$ cat src/rtl/lector_pulsador_pkg.sv
// Shared types and default timing for the push-button reader.
package lector_pulsador_pkg;

  typedef enum logic [1:0] {
    IDLE        = 2'd0,
    DEB_PRESS   = 2'd1,
    PRESSED     = 2'd2,
    DEB_RELEASE = 2'd3
  } state_t;

  localparam int unsigned LEDS_W              = 5;
  localparam int unsigned DEBOUNCE_CYCLES_DEF = 120000;
  localparam int unsigned LONG_CYCLES_DEF     = 12000000;

  function automatic int unsigned max_cycles(input int unsigned a, input int unsigned b);
    return (a > b) ? a : b;
  endfunction

endpackage

$ cat src/rtl/lector_pulsador_sincronizador.sv
// Two-flop synchronizer for asynchronous pins; both flops reset to RST_VAL.
module sincronizador #(
  parameter logic RST_VAL = 1'b0
) (
  input  logic clk,
  input  logic rst,
  input  logic d,
  output logic q
);

  logic meta;

  always_ff @(posedge clk) begin
    if (rst) begin
      meta <= RST_VAL;
      q    <= RST_VAL;
    end else begin
      meta <= d;
      q    <= meta;
    end
  end

endmodule

$ cat src/rtl/lector_pulsador.sv
// Debounces one push-button, counts accepted presses on the LEDs and emits press/release strobes.
// Optional long-press detection with LECTOR_PULSADOR_LONG_PRESS_EN; release strobe is release_pulse (release is a reserved word).
module lector_pulsador
  import lector_pulsador_pkg::*;
#(
  parameter int unsigned DEBOUNCE_CYCLES = DEBOUNCE_CYCLES_DEF,
  parameter int unsigned LONG_CYCLES     = LONG_CYCLES_DEF,
  parameter bit          ACTIVE_LOW      = 1'b0
) (
  input  logic              clk,
  input  logic              rst,
  input  logic              btn,
  output logic              press,
  output logic              release_pulse,
  output logic              pressed,
  output logic [LEDS_W-1:0] leds,
  output logic              long_press
);

  localparam int unsigned MAX_CYC = max_cycles(DEBOUNCE_CYCLES, LONG_CYCLES);
  localparam int unsigned TIMER_W = $clog2(MAX_CYC + 1);

  localparam logic [TIMER_W-1:0] DEB_LAST  = TIMER_W'(DEBOUNCE_CYCLES - 1);
  localparam logic [TIMER_W-1:0] TIMER_MAX = '1;

  state_t             state;
  logic [TIMER_W-1:0] timer;
  logic               btn_act;
  logic               s;

  assign btn_act = btn ^ ACTIVE_LOW;

  // Inactive level is 0 after polarity correction.
  sincronizador #(
    .RST_VAL (1'b0)
  ) u_sync (
    .clk (clk),
    .rst (rst),
    .d   (btn_act),
    .q   (s)
  );

`ifdef LECTOR_PULSADOR_LONG_PRESS_EN
  localparam logic [TIMER_W-1:0] LONG_LAST = TIMER_W'(LONG_CYCLES - 1);

  logic [TIMER_W-1:0] hold;
`else
  assign long_press = 1'b0;
`endif

  always_ff @(posedge clk) begin
    if (rst) begin
      state         <= IDLE;
      timer         <= '0;
      press         <= 1'b0;
      release_pulse <= 1'b0;
      pressed       <= 1'b0;
      leds          <= '0;
`ifdef LECTOR_PULSADOR_LONG_PRESS_EN
      hold          <= '0;
      long_press    <= 1'b0;
`endif
    end else begin
      press         <= 1'b0;
      release_pulse <= 1'b0;

      case (state)
        IDLE: begin
          if (s) begin
            state <= DEB_PRESS;
            timer <= '0;
          end
        end

        DEB_PRESS: begin
          if (!s) begin
            state <= IDLE;
          end else if (timer == DEB_LAST) begin
            state   <= PRESSED;
            timer   <= '0;
            press   <= 1'b1;
            pressed <= 1'b1;
            leds    <= leds + 1'b1;
          end else begin
            timer <= timer + 1'b1;
          end
        end

        PRESSED: begin
          if (!s) begin
            state <= DEB_RELEASE;
            timer <= '0;
          end else if (timer != TIMER_MAX) begin
            timer <= timer + 1'b1;
          end
        end

        DEB_RELEASE: begin
          // A bounce back to PRESSED resumes hold timing instead of restarting it.
          if (s) begin
            state <= PRESSED;
`ifdef LECTOR_PULSADOR_LONG_PRESS_EN
            timer <= hold;
`endif
          end else if (timer == DEB_LAST) begin
            state         <= IDLE;
            release_pulse <= 1'b1;
            pressed       <= 1'b0;
          end else begin
            timer <= timer + 1'b1;
          end
        end

        default: begin
          state <= IDLE;
          timer <= '0;
        end
      endcase

`ifdef LECTOR_PULSADOR_LONG_PRESS_EN
      // Saturating hold counter passes LONG_LAST exactly once per hold.
      long_press <= 1'b0;
      if (state == PRESSED || state == DEB_RELEASE) begin
        if (hold != TIMER_MAX) begin
          hold <= hold + 1'b1;
        end
        if (hold == LONG_LAST) begin
          long_press <= 1'b1;
          leds       <= '0;
        end
      end else begin
        hold <= '0;
      end
`endif
    end
  end

endmodule

$ cat config.mk
export PLATFORM = sky130hd
export DESIGN_NAME = lector_pulsador
export DESIGN_NICKNAME = d
export VERILOG_FILES = /design/src/rtl/lector_pulsador_pkg.sv /design/src/rtl/lector_pulsador_sincronizador.sv /design/src/rtl/lector_pulsador.sv
export SDC_FILE = /design/constraint.sdc
export NUM_CORES = 1
export LEC_CHECK = 0
export CELL_PAD_IN_SITES_DETAIL_PLACEMENT = 0
export CELL_PAD_IN_SITES_GLOBAL_PLACEMENT = 1
export CORE_MARGIN = 2
export CORE_UTILIZATION = 44
export CTS_CLUSTER_DIAMETER = 120
export DETAILED_ROUTE_END_ITERATION = 10
export PLACE_DENSITY_LB_ADDON = 0.1
export SETUP_SLACK_MARGIN = 0.1
export SYNTH_ARGS = -nofsm -noshare
export SYNTH_HDL_FRONTEND = slang
export SYNTH_SLANG_ARGS = --single-unit
$ cat constraint.sdc
create_clock -name clk -period 2.5 [get_ports clk]
set_input_delay 0.5 -clock clk [delete_from_list [all_inputs] [get_ports clk]]
set_output_delay 0.5 -clock clk [all_outputs]
set_load 0.02 [all_outputs]
# Yosys cells after proc, flatten, opt, wreduce, memory -nomap -nowiden

Cells that the tools add are included.

Muxes and demuxes: 21
Bitwise operators: 3
Reduce and logical (&&, ||, !) cells: 8
Equality and inequality tests: 15
Add/subtract/negate cells: 2

Operators with widths:

| cell                  | count |
|---|---|
| $mux 24               | 7 |
| $pmux 24 s4           | 1 |
| $add 24x1->24 const B | 1 |
| $eq 24x17->1 const B  | 1 |
| $ne 24x24->1 const B  | 1 |
| $mux 2                | 6 |
| $ne 2x2->1 const B    | 5 |
| $reduce_and 5->1      | 2 |
| $pmux 2 s4            | 1 |
| $ne 3x3->1 const B    | 2 |
| $reduce_or 3->1       | 2 |
| $add 5x1->5 const B   | 1 |
| $mux 1                | 5 |
| $eq 2x2->1 const B    | 2 |
| $ne 2x1->1 const B    | 2 |
| $reduce_and 4->1      | 1 |
| $ne 3x2->1 const B    | 1 |
| $not 1->1             | 3 |
| $reduce_and 3->1      | 1 |
| $eq 2x1->1 const B    | 1 |
| $logic_not 2->1       | 1 |
| $pmux 1 s2            | 1 |
| $reduce_bool 2->1     | 1 |

Input port bits: 3
Output and inout port bits: 9
Register bits: 36
Logic and storage cells: 57

# Longest topological paths before layout

Word-level depth: 4
Mapped depth: 9
Gate-level depth less buffers: 7

# Cells and area by module

From an unflattened synthesis, not the netlist that was laid out.

Cells, all modules: 241
Area, all modules: 2,072.0 um^2

By module, submodules not included:

| module          | cells an instance | area an instance (um^2) | sequential area each (um^2) | times used |
|---|---|---|---|---|
| lector_pulsador | 237               | 2,019.4                 | 680.7                       | 1 |
| sincronizador   | 4                 | 52.6                    | 40.0                        | 1 |

# Least setup slack after synthesis

OpenSTA, ideal clock, no wires.

Path type: register to register
Start point: register timer[0]
End point: register pressed
Slack: 312 ps
Setup time: 129 ps
Buffers on the path: 0
Required time: 2,371 ps
Clock period less this slack: 2,188 ps
Arrival time: 2,059 ps
Stages on the path, launching flop included: 8
Cells stage by stage: dfxtp_1 -> ha_1 -> nand3_2 -> or4_4 -> or3_4 -> or2_4 -> a2bb2oi_2 -> nor2_1

Word-level cells in the longest chain between the ends: 3
Elaborated cells between the ends (all ways): 4
Classes of those cells: eq/ne (3); reduce/logical (1)

Ends and longest elaborated chain:

| element                             | RTL line                                      | source |
|---|---|---|
| start, declared                     | lector_pulsador.sv:27                         | `logic [TIMER_W-1:0] timer;` |
| start signal, assigned              | lector_pulsador.sv:85                         | `timer <= timer + 1'b1;` |
| start signal, assigned              | lector_pulsador.sv:94                         | `timer <= timer + 1'b1;` |
| start signal, assigned              | lector_pulsador.sv:110                        | `timer <= timer + 1'b1;` |
| $eq 24x17->1 *                      | lector_pulsador.sv:78, lector_pulsador.sv:105 |  |
| $ne 2x2->1 (no source line)         | -                                             |  |
| $reduce_and 5->1 (no source line) * | -                                             |  |
| end signal, assigned                | lector_pulsador.sv:57                         | `pressed <= 1'b0;` |
| end signal, assigned                | lector_pulsador.sv:82                         | `pressed <= 1'b1;` |
| end signal, assigned                | lector_pulsador.sv:108                        | `pressed <= 1'b0;` |
| end, declared                       | lector_pulsador.sv:15                         | `output logic pressed,` |

Mark *: on every way between the ends. The rest lies on a longest branch, timed or not.
A chain may end at the register's enable or synchronous reset.

# Final worst setup path

Start point: register timer[6]
End point: register timer[17]

Word-level cells in the longest chain between the ends: 4
Elaborated cells between the ends (all ways): 13
Classes of those cells: add/sub (1); eq/ne (4); mux (7); reduce/logical (1)

Ends and longest elaborated chain:

| element                                              | RTL line                                                             | source |
|---|---|---|
| $add 24x1->24 / $eq 24x17->1 (equally long branches) | -                                                                    |  |
| $mux 24, on equally long branches                    | lector_pulsador.sv:105, lector_pulsador.sv:78, lector_pulsador.sv:93 |  |
| $mux 24, on equally long branches                    | lector_pulsador.sv:100, lector_pulsador.sv:76, lector_pulsador.sv:90 |  |
| $pmux 24 s4                                          | lector_pulsador.sv:67                                                | `case (state)` |

Several ways; a longest one is shown, not always the timed one. The select of a mux whose other input is x is not followed.

==> metrics.txt <==
# TYPE chip_impl_metric gauge
chip_impl_metric{name="worst-r2r-setup-slack",unit="ns"} 0.29
chip_impl_metric{name="floorplan.initialDensity",unit="%"} 46.7
chip_impl_metric{name="syn_inst",unit=""} 257
chip_impl_metric{name="grt_start_max_net_pins",unit=""} 38
chip_impl_metric{name="dieArea",unit="µm²"} 5290
chip_impl_metric{name="num_vias",unit=""} 1894
chip_impl_info{name="synth.area.top_cells",value="dfxtp_1 35%, o21ai_1 6.5%, a21oi_1 5.5%"} 1
chip_impl_metric{name="synth_edf_count",unit=""} 0
chip_impl_metric{name="initialDrtViolationCount",unit=""} 116
chip_impl_metric{name="timing.hold.ws",unit="ns"} 0.458
chip_impl_metric{name="place.gp.congestion",unit=""} 0.890
chip_impl_metric{name="track_usage",unit="%"} 20.4
chip_impl_metric{name="detail_route.first_pass.iterations",unit=""} 5
chip_impl_info{name="worst_r2r_endpoint",value="timer[17]"} 1
chip_impl_metric{name="synth.yosys.warnings",unit=""} 0
chip_impl_metric{name="timing.critical_path.required",unit="ns"} 2.67
chip_impl_metric{name="synthesis.area",unit="µm²"} 2080
chip_impl_metric{name="numClockSinks",unit=""} 36
chip_impl_metric{name="critical_path_arrival",unit="ns"} 2.39
chip_impl_metric{name="worst-path-buf-inv",unit=""} 1
chip_impl_metric{name="holdBufCountCts",unit=""} 0
chip_impl_info{name="result_of_the_run",value="finished, final reports clean"} 1
chip_impl_metric{name="cts.reportedPaths.clkPinSlew",unit="ns"} 0.07
chip_impl_info{name="min_from",value="u_sync.meta"} 1
chip_impl_metric{name="drt_drc_violations_left",unit=""} 0
chip_impl_metric{name="postSynthAreaPerCell",unit="µm²"} 8.08
chip_impl_metric{name="synth.top_cell.area_share",unit="%"} 34.7
chip_impl_info{name="critical_path.slowest_cell",value="or4_4"} 1
chip_impl_metric{name="peak_clock_frequency_supported_by_timing",unit="MHz"} 452
chip_impl_info{name="hold_path.class",value="reg2reg"} 1
chip_impl_metric{name="cell_internal_pwr",unit="µW"} 952
chip_impl_metric{name="vdd_ir_drop_max",unit="V"} 0.000214
chip_impl_info{name="synth_top_cells_by_count",value="36 x dfxtp_1, 27 x o21ai_1, 23 x a21oi_1"} 1
chip_impl_metric{name="proportion_of_register_bits_with_asynchronous_set_or_reset_after_synthesis",unit="%"} 0
chip_impl_metric{name="grt_overflow",unit=""} 0
chip_impl_metric{name="initial_antenna_violation_count",unit=""} 0
chip_impl_metric{name="insertedDiodeCount",unit=""} 0
chip_impl_metric{name="area_delta_synth_final",unit="%"} 13.4
chip_impl_metric{name="ctsHtreeMaxLevel",unit=""} 2
chip_impl_info{name="type_of_destination_of_the_critical_path",value="flop"} 1
chip_impl_info{name="critPathLaunchType",value="flop"} 1
chip_impl_info{name="synth.most_common_cell",value="dfxtp_1"} 1
chip_impl_info{name="cts_tree",value="built"} 1
chip_impl_metric{name="die_height",unit="µm"} 72.7
chip_impl_metric{name="design.portCount",unit=""} 12
chip_impl_metric{name="num-nets-final",unit=""} 271
chip_impl_info{name="holdPathEnd",value="u_sync.q"} 1
chip_impl_metric{name="drive_above_1_share",unit="%"} 13.5
chip_impl_metric{name="nets_in_the_synthesized_netlist",unit=""} 262
chip_impl_metric{name="clock_tree.buffer_depth",unit=""} 2
chip_impl_metric{name="finalWirelength",unit="µm"} 4830
chip_impl_metric{name="setup-tns-final",unit="ns"} 0
chip_impl_info{name="reg2reg_from",value="timer[6]"} 1
chip_impl_metric{name="core_area",unit="µm²"} 4440
chip_impl_info{name="timing.critical_path.from",value="timer[6]"} 1
chip_impl_metric{name="p_leak",unit="µW"} 0.000772
chip_impl_metric{name="cts_inserted_buffers",unit=""} 5
chip_impl_info{name="cp_cell_sequence",value="nand3_2 -> or4_4 -> nor3_2 -> a211o_1 -> buf_4 -> nand3b_1 -> o31ai_2"} 1
chip_impl_metric{name="reg2regPathDepth",unit=""} 7
chip_impl_metric{name="yosys_register_bits",unit=""} 36
chip_impl_metric{name="synthDistinctLibCells",unit=""} 55
chip_impl_metric{name="ant_nets",unit=""} 0
chip_impl_metric{name="worst_hold_path.num_cells",unit=""} 1
chip_impl_metric{name="slew-limit-headroom",unit="%"} 47.7
chip_impl_info{name="biggest_area_consumer_among_synthesized_cells",value="dfxtp_1"} 1
chip_impl_metric{name="global_route_wire_length_before_repair",unit="µm"} 8470
chip_impl_metric{name="report.final.slew_viol_count",unit=""} 0
chip_impl_metric{name="clk-insertion-delay-late",unit="ns"} 0.29
chip_impl_metric{name="worst_pin_slew",unit="ns"} 0.779
chip_impl_metric{name="setup_violations",unit=""} 0
chip_impl_metric{name="average_vias_per_placed_instance",unit=""} 5.94
chip_impl_metric{name="fin_worst_skew",unit="ns"} 0.00502
chip_impl_info{name="cts_root_buf",value="clkbuf_8"} 1
chip_impl_info{name="synth-main-ff-cell",value="dfxtp_1"} 1
chip_impl_info{name="path_delay_family",value="simple AND/OR/NAND/NOR gates"} 1
chip_impl_metric{name="netSwitchingFraction",unit="%"} 20.4
chip_impl_metric{name="dieWidth",unit="µm"} 72.7
chip_impl_metric{name="power.clock.fraction",unit="%"} 46.9
chip_impl_metric{name="timing.final.hold_violations",unit=""} 0
chip_impl_metric{name="detailedPlacementHpwl",unit="µm"} 3340
chip_impl_metric{name="fp-row-count",unit=""} 24
chip_impl_metric{name="p_per_area",unit="nW/µm²"} 508
chip_impl_metric{name="worst-path-max-fanout",unit=""} 17
chip_impl_info{name="grt_setup_unrepaired",value="no"} 1
chip_impl_info{name="setup.worst_path.class",value="reg2reg"} 1
chip_impl_metric{name="min_period",unit="ns"} 2.21
chip_impl_metric{name="final.period_utilization",unit="%"} 88.6
chip_impl_metric{name="wl_per_cell",unit="µm"} 15.1
chip_impl_metric{name="pwr-share-seq",unit="%"} 48.6
chip_impl_metric{name="vias_in_the_first_global_route",unit=""} 1759
chip_impl_metric{name="synth_seq_area_share",unit="%"} 34.7
chip_impl_metric{name="p_comb_share",unit="%"} 4.5
chip_impl_metric{name="place.port_buffers",unit=""} 10
chip_impl_metric{name="max_stage_delay",unit="ns"} 0.60
chip_impl_metric{name="power_switching",unit="µW"} 245
chip_impl_metric{name="drv.max_cap_violation_count",unit=""} 0
## cells by family after synthesis
group / count (synthesis) / synth area share [%]
and+or+nand+nor: 126 / 37.6
buffers and inverters: 19 / 5.00
DFF: 36 / 34.7
AOI/OAI and AO/OA: 69 / 19.6
adders and majority gates: 2 / 1.20
xor gates and xnor gates: 4 / 1.69
other: 1 / 0.181
## flip-flops by register name (all words and copies together) (netlist names), named ones only
register and flops:
leds 5, timer 24, pressed 1, u_sync.q 1
u_sync.meta 1, press 1, release_pulse 1, state 1
## layout make-up
| type | instances | area, µm² |
|---|---|---|
| clock buffers | 7 | 96.3 |
| clock inverters | 1 | 30.0 |
| fillers | 443 | 2090 |
| inverters | 3 | 11.3 |
| multi-input cells | 202 | 1260 |
| flip-flops and latches | 36 | 722 |
| well taps | 52 | 65.1 |
| repair buffers | 18 | 173 |
## power groups by stage
stage                     Sequential, µW  Combinational [µW]  Clock, µW
after floorplan                      594                38.5          0
after global placement               595                54.9          0
after detailed placement             595                54.5          0
after CTS                            581                54.7        576
after global routing                 582                60.2        602
final                                581                54.4        561
## layout by cell type (no fill, tap or decap), drive strengths merged, types with 3 or more instances in the layout
cell / netlist / final
nor4: 4 / 4
or2: 4 / 4
xor2: 3 / 3
o21ai: 30 / 30
nor4b: 3 / 3
or3: 14 / 14
clkbuf: 6 / 7
dfxtp: 36 / 36
clkdlybuf4s50: 0 / 10
nand2b: 16 / 16
nor2b: 11 / 11
nand2: 17 / 17
nor3: 7 / 7
o31ai: 3 / 3
nand4: 5 / 5
a21oi: 23 / 23
nand3b: 4 / 4
nand3: 16 / 16
inv: 3 / 3
buf: 10 / 8
nor2: 12 / 12
## worst max path at each step
stage                      endpoint  slack [ns]  cells past startpoint
after floorplan             pressed        0.31                      7
after global placement      pressed        0.24                      7
after detailed placement    pressed        0.19                      7
after CTS                   pressed        0.18                      7
after global routing      timer[17]        0.20                      7
final                     timer[17]        0.29                      7
## per-layer routing
metal | GRT usage [%] | routed length, µm | up-vias
met5 | 0 | 0 | -
met4 | 8.44 | 100 | 0
met3 | 2.90 | 170 | 8
met2 | 32.2 | 2170 | 45
met1 | 27.8 | 2390 | 892
li1 | - | - | 949
## per-stage QoR
stage               cell area, µm²  power [µW]  setup slack [ns]  utilization (%)  instances
detailed placement            2220         649             0.194             50.0        311
floorplan                     2080         633             0.312                -        257
global route                  2360        1240             0.205             53.0        319
finish                        2360        1200             0.286             53.0        319
global placement              2220         650             0.236             50.0        311
CTS                           2350        1210             0.178             52.8        319
## timing repair
action | 4_1_cts | 5_1_grt
gates resized for setup | 0 | 3
buffers inserted | 0 | 0
endpoints found under the setup margin | 0 | 14
(Power assumes the default switching activity.)
==> patch 1 (same settings) <==
Set the package constant `LEDS_W` to 7 (it was 5).
--- a/src/rtl/lector_pulsador_pkg.sv
+++ b/src/rtl/lector_pulsador_pkg.sv
@@ -10,3 +10,3 @@
 
-  localparam int unsigned LEDS_W              = 5;
+  localparam int unsigned LEDS_W              = 7;
   localparam int unsigned DEBOUNCE_CYCLES_DEF = 120000;
Interface: changed (resized leds); port bits go from 12 to 14. No check against the original RTL was run, so the function may have changed too.
==> patch 1 against the unedited design <==
Cell count increased by 1.6%; total power decreased by 6.4%; sequential cell count increased by 2; setup slack got worse by 0.021 ns; cell area increased by 2.8%; first-iteration DRC count increased by 46%; highest routed layer unchanged; critical endpoint is now timer[13]; area after synthesis increased by 1.7%; routed wire length increased by 9.7%.
==> patch 1: results (changes against the unedited design) <==
| Metric | Value |
|---|---|
| Outcome | `finished clean (unchanged)` |
| Worst path arrival time | `2.41 ns (was 2.39 ns)` |
| Sw frac | `23.7% (was 20.4%)` |
| Clock root buffer | `clkbuf_8 (unchanged)` |
| Avg WL per Cell | `16.3 um (was 15.1 um)` |
| Async S/R FF share, synth | `0% (unchanged)` |
| CTS clk-pin slew, worst paths | `0.08 ns` |
| DRC viols | `0 (unchanged)` |
| Top post-synthesis cells by count | `dfxtp_1, nand2_1, o211ai_1 (was dfxtp_1, o21ai_1, a21oi_1)` |
| Mapped Nets | `262 (unchanged)` |
| Detail Placement HPWL | `3600 um (was 3340 um)` |
| Biggest regs | `timer (24), leds (7) (was timer (24), leds (5))` |
| Crit start category | `flip-flop (unchanged)` |
| GRT Total Usage | `22.2% (was 20.4%)` |
| CTS Buf Count | `5 (unchanged)` |
| Post-CTS Setup Repair Bufs | `0 (unchanged)` |
| Layout cells sized above 1 | `10.7% (was 13.5%)` |
| Vias in the first global route | `1,859 (was 1,759)` |
| Max Root-Sink Buffers | `2 (unchanged)` |
| Global-route wire length before repair | `9310 um (was 8470 um)` |
| H-Tree Level Count | `2 (unchanged)` |
| Port Buffers | `12 (was 10)` |
| Initial antenna violation count | `0 (unchanged)` |
| Placed cell area | `0.00233 mm^2 (was 0.00222 mm^2)` |
| Area contributors post-synth | `dfxtp_1, o211ai_1, nand2_1 (was dfxtp_1, o21ai_1, a21oi_1)` |
| Initial DRC count | `169 (was 116)` |
| Clock Latency Late Sink | `0.30 ns` |
| Drt pass-1 iters | `4 (was 5)` |
| Worst hold path type | `reg2reg (unchanged)` |
| Max VDD drop | `0.266 mV (was 0.214 mV)` |
| Ant. Diodes | `0 (unchanged)` |
| Worst clock skew | `0.00389 ns (was 0.00502 ns)` |
| Placer Congestion | `0.816 (was 0.890)` |
| Vias per cell | `6.19 (was 5.94)` |
| Max FFs per register | `24 (unchanged)` |
| Synth Flop Type | `dfxtp_1 (unchanged)` |
| P_leak | `0.000785 uW (was 0.000772 uW)` |
| CP Max Fanout | `12 (was 17)` |
| Post_cts resized | `0 (unchanged)` |
| Nets | `274 (was 271)` |
| Least-Margin Pin Slew | `0.573 ns (was 0.779 ns)` |
| Largest net degree at the start of global routing | `28 (was 38)` |
| Yosys warns | `0 (unchanged)` |
| Unique masters post-synth | `48 (was 55)` |
| Post-synthesis sequential area ratio | `36.0% (was 34.7%)` |
patch 1: cell types whose count changed in the layout (fill, tap and decap cells not counted), sizes merged, moves of 7 or more:
| cell | before | now |
|---|---|---|
| o31ai | 3 | 10 |
| nand2b | 16 | 4 |
| o21ai | 30 | 7 |
| o41ai | 2 | 9 |
| o211ai | 0 | 22 |
| or3 | 14 | 4 |
| a21oi | 23 | 13 |
patch 1: power by group through the flow:
stage | registers [uW] | clock network [uW] | logic [uW]
5_1_grt | 614 | 486 | 63.9
2_1_floorplan | 630 | 0 | 34.8
4_1_cts | 614 | 461 | 58.6
3_5_place_dp | 628 | 0 | 58.5
3_3_place_gp | 628 | 0 | 58.7
6_report | 613 | 448 | 58.1
patch 1: area by class of cell:
class,instances,area (um^2)
clock buffers,7,86.3
clock inverters,1,5.00
fillers,451,2240
inverters,5,18.8
multi-input cells,193,1240
flip-flops and latches,38,761
well taps,54,67.6
repair buffers,26,238
patch 1: kinds of logic after synthesis:
family / after synthesis / share of synthesized area, %
compound gates: 69 / 23.4
buf+inv: 26 / 5.51
other cells: 1 / 0.178
simple gates: 116 / 31.6
fa+ha+maj: 2 / 1.18
xor+xnor: 4 / 1.66
flops: 38 / 36.0
mux: 1 / 0.474
patch 1: worst paths after layout:
| kind | start | to | slack [ns] | depth (start not counted) |
|---|---|---|---|---|
| max reg2reg | timer[0] | timer[13] | 0.26 | 7 |
| min reg2reg | u_sync.meta | u_sync.q | 0.45 | 1 |
| max | timer[0] | timer[13] | 0.26 | 7 |
| min | u_sync.meta | u_sync.q | 0.45 | 1 |
patch 1: layer usage:
layer | GRT usage (%) | wire length (um) | vias to the layer above
li1 | - | - | 1006
met1 | 31.3 | 2650 | 951
met2 | 31.7 | 2350 | 39
met3 | 5.21 | 208 | 9
met4 | 10.3 | 89 | 0
met5 | 0 | 0 | -
patch 1: critical path, stage by stage (launching register included):
cell      delay, ns
dfxtp_1        0.39
ha_1           0.22
nand3_2        0.14
or2_4          0.33
or3_4          0.43
o311ai_2       0.26
buf_4          0.25
o41ai_1        0.09
patch 1: through the flow:
stage          setup WS [ns]  std cells
2_1_floorplan          0.350        257
5_1_grt                0.102        324
3_3_place_gp           0.240        316
6_report               0.264        324
4_1_cts                0.179        324
3_5_place_dp           0.203        316
==> patch 2 (same settings) <==
Made on the original files. Reset style: asynchronous (`rst`), changed in 2 clocked blocks.
--- a/src/rtl/lector_pulsador_sincronizador.sv
+++ b/src/rtl/lector_pulsador_sincronizador.sv
@@ -12,3 +12,3 @@
 
-  always_ff @(posedge clk) begin
+  always_ff @(posedge clk or posedge rst) begin
     if (rst) begin
--- a/src/rtl/lector_pulsador.sv
+++ b/src/rtl/lector_pulsador.sv
@@ -50,3 +50,3 @@
 
-  always_ff @(posedge clk) begin
+  always_ff @(posedge clk or posedge rst) begin
     if (rst) begin
Behaviour: same outputs for any inputs over 10 cycles, from zero or initial values and one cycle with rst high; that may be too few to reach the edited logic, so the function may still have changed.
==> patch 2 against the unedited design <==
Combinational power up 50%; largest cell class unchanged; cell area barely moved; via count fell by 7.2%; routed wire length increased by 1.7%; setup slack worse by 0.18 ns; total power decreased by 7.3%; clock skew rose by 0.0054 ns; sequential cell count unchanged; sequential power up 3%; area after synthesis shrank 4.4%.
==> patch 2: results (changes against the unedited design) <==
| Metric | Value |
|---|---|
| Synth Flop Type | `dfrtp_1 (was dfxtp_1)` |
| GRT Total Usage | `21.0% (was 20.4%)` |
| Vias per cell | `6.08 (was 5.94)` |
| CP startpoint | `timer[20] (was timer[6])` |
| Placed cell area | `0.00220 mm^2 (was 0.00222 mm^2)` |
| Worst slew margin | `59.3% (was 47.7%)` |
| Global-route wire length before repair | `8310 um (was 8470 um)` |
| Detail Placement HPWL | `3390 um (was 3340 um)` |
| Initial DRC count | `119 (was 116)` |
| Worst clock skew | `0.0104 ns (was 0.00502 ns)` |
| Met2 Routed Length | `2410 um (was 2170 um)` |
| Post-placement setup slack | `0.104 ns (was 0.194 ns)` |
| Grt met2 use | `33.3% (was 32.2%)` |
| Outcome | `finished clean (unchanged)` |
| CP Max Fanout | `5 (was 17)` |
| Top delay family on crit path | `simple AND/OR/NAND/NOR gates (unchanged)` |
| Worst path arrival time | `2.57 ns (was 2.39 ns)` |
| FILL cells | `398 (was 443)` |
| Clock root buffer | `clkbuf_8 (unchanged)` |
| Max Root-Sink Buffers | `2 (unchanged)` |
| Crit-path max cell delay | `0.52 ns (was 0.60 ns)` |
| Port Buffers | `10 (unchanged)` |
| Top post-synthesis cells by count | `dfrtp_1, o21ai_1, nand2_1 (was dfxtp_1, o21ai_1, a21oi_1)` |
| Post-synthesis sequential area ratio | `45.4% (was 34.7%)` |
| Ant. Diodes | `0 (unchanged)` |
| P_leak | `0.000957 uW (was 0.000772 uW)` |
| Met1 Usage GRT | `28.5% (was 27.8%)` |
| Met1 wire length | `2280 um (was 2390 um)` |
| Non-filler instance count after layout | `289 (was 319)` |
| CTS clk-pin slew, worst paths | `0.08 ns` |
| Area contributors post-synth | `dfrtp_1, o21ai_1, o31ai_1 (was dfxtp_1, o21ai_1, a21oi_1)` |
| Largest net degree at the start of global routing | `37 (was 38)` |
| Hold Fails Final Rpt | `0 (unchanged)` |
| Metal3 WL | `174 um (was 170 um)` |
| GR Layer Usage met3 | `4.56% (was 2.90%)` |
| Top Layer Used | `met4 (unchanged)` |
| Clock Latency Late Sink | `0.29 ns (about the same)` |
| Layout cells sized above 1 | `15.6% (was 13.5%)` |
| Placer Congestion | `0.846 (was 0.890)` |
| Mapped Nets | `217 (was 262)` |
| Worst hold path type | `reg2reg (unchanged)` |
| WL final | `4910 um (was 4830 um)` |
| Async S/R FF share, synth | `100% (was 0%)` |
| Nets | `241 (was 271)` |
| H-Tree Level Count | `2 (unchanged)` |
| CP max stage cell | `or4b_1 (was or4_4)` |
| Biggest regs | `timer (24), leds (5) (unchanged)` |
| Worst hold start | `u_sync.meta (unchanged)` |
| Unique masters post-synth | `44 (was 55)` |
| CTS Buf Count | `5 (unchanged)` |
| Max VDD drop | `0.311 mV (was 0.214 mV)` |
| Initial antenna violation count | `0 (unchanged)` |
| Post-Syn Area per Cell | `9.37 um^2 (was 8.08 um^2)` |
| Placed Cells incl. Taps | `277 (was 311)` |
| Drt pass-1 iters | `4 (was 5)` |
-- patch 2: path summary, 6_finish.rpt --
check / end / slack [ns] / cells after the start
worst min-delay path: u_sync.q / 0.36 / 0
worst max register to register: leds[1] / 0.10 / 5
max in group asynchronous: timer[4] / 1.54 / 3
worst min register to register: u_sync.q / 0.36 / 0
min in group asynchronous: timer[5] / 0.63 / 3
worst max-delay path: leds[1] / 0.10 / 5
-- patch 2: worst register-to-register path, cell delays in order (launching register included) --
cell	delay, ns
dfrtp_1	0.41
or4b_1	0.52
or4_4	0.48
or3_4	0.44
nor2_8	0.13
mux2_4	0.30
-- patch 2: what timing repair did --
action	4_1_cts	5_1_grt
resized for setup	0	9
setup buffers	0	4
pin swaps	0	2
hold buffers	0	0
setup endpoints to repair	1	27
-- patch 2: cell families (layout without fill, tap and decap cells) --
family	after synthesis	in the layout	share of synthesized area (%)
multiplexers	2	2	1.13
XOR/XNOR	5	5	2.21
flip-flops	36	36	45.4
AO/OA/AOI/OAI	71	71	22.6
AND/OR/NAND/NOR	78	78	22.7
adder cells (fa/ha/maj)	2	2	1.26
other	1	1	0.189
buffers and inverters	17	42	4.54
-- patch 2: cell type report --
cell class | instances | area [um^2] | area share (%)
well taps | 52 | 65.1 | 2.76
flip-flops and latches | 36 | 901 | 38.3
clock buffers | 8 | 90.1 | 3.83
repair buffers | 30 | 262 | 11.1
inverters | 4 | 15.0 | 0.638
multi-input cells | 159 | 1020 | 43.4
-- patch 2: power by group --
part	total, uW	switching [uW]	internal, uW	leakage, uW
Combinational	81.8	50.3	31.5	0.000417
Clock	426	202	225	0.0000455
Sequential	601	11.2	590	0.000494
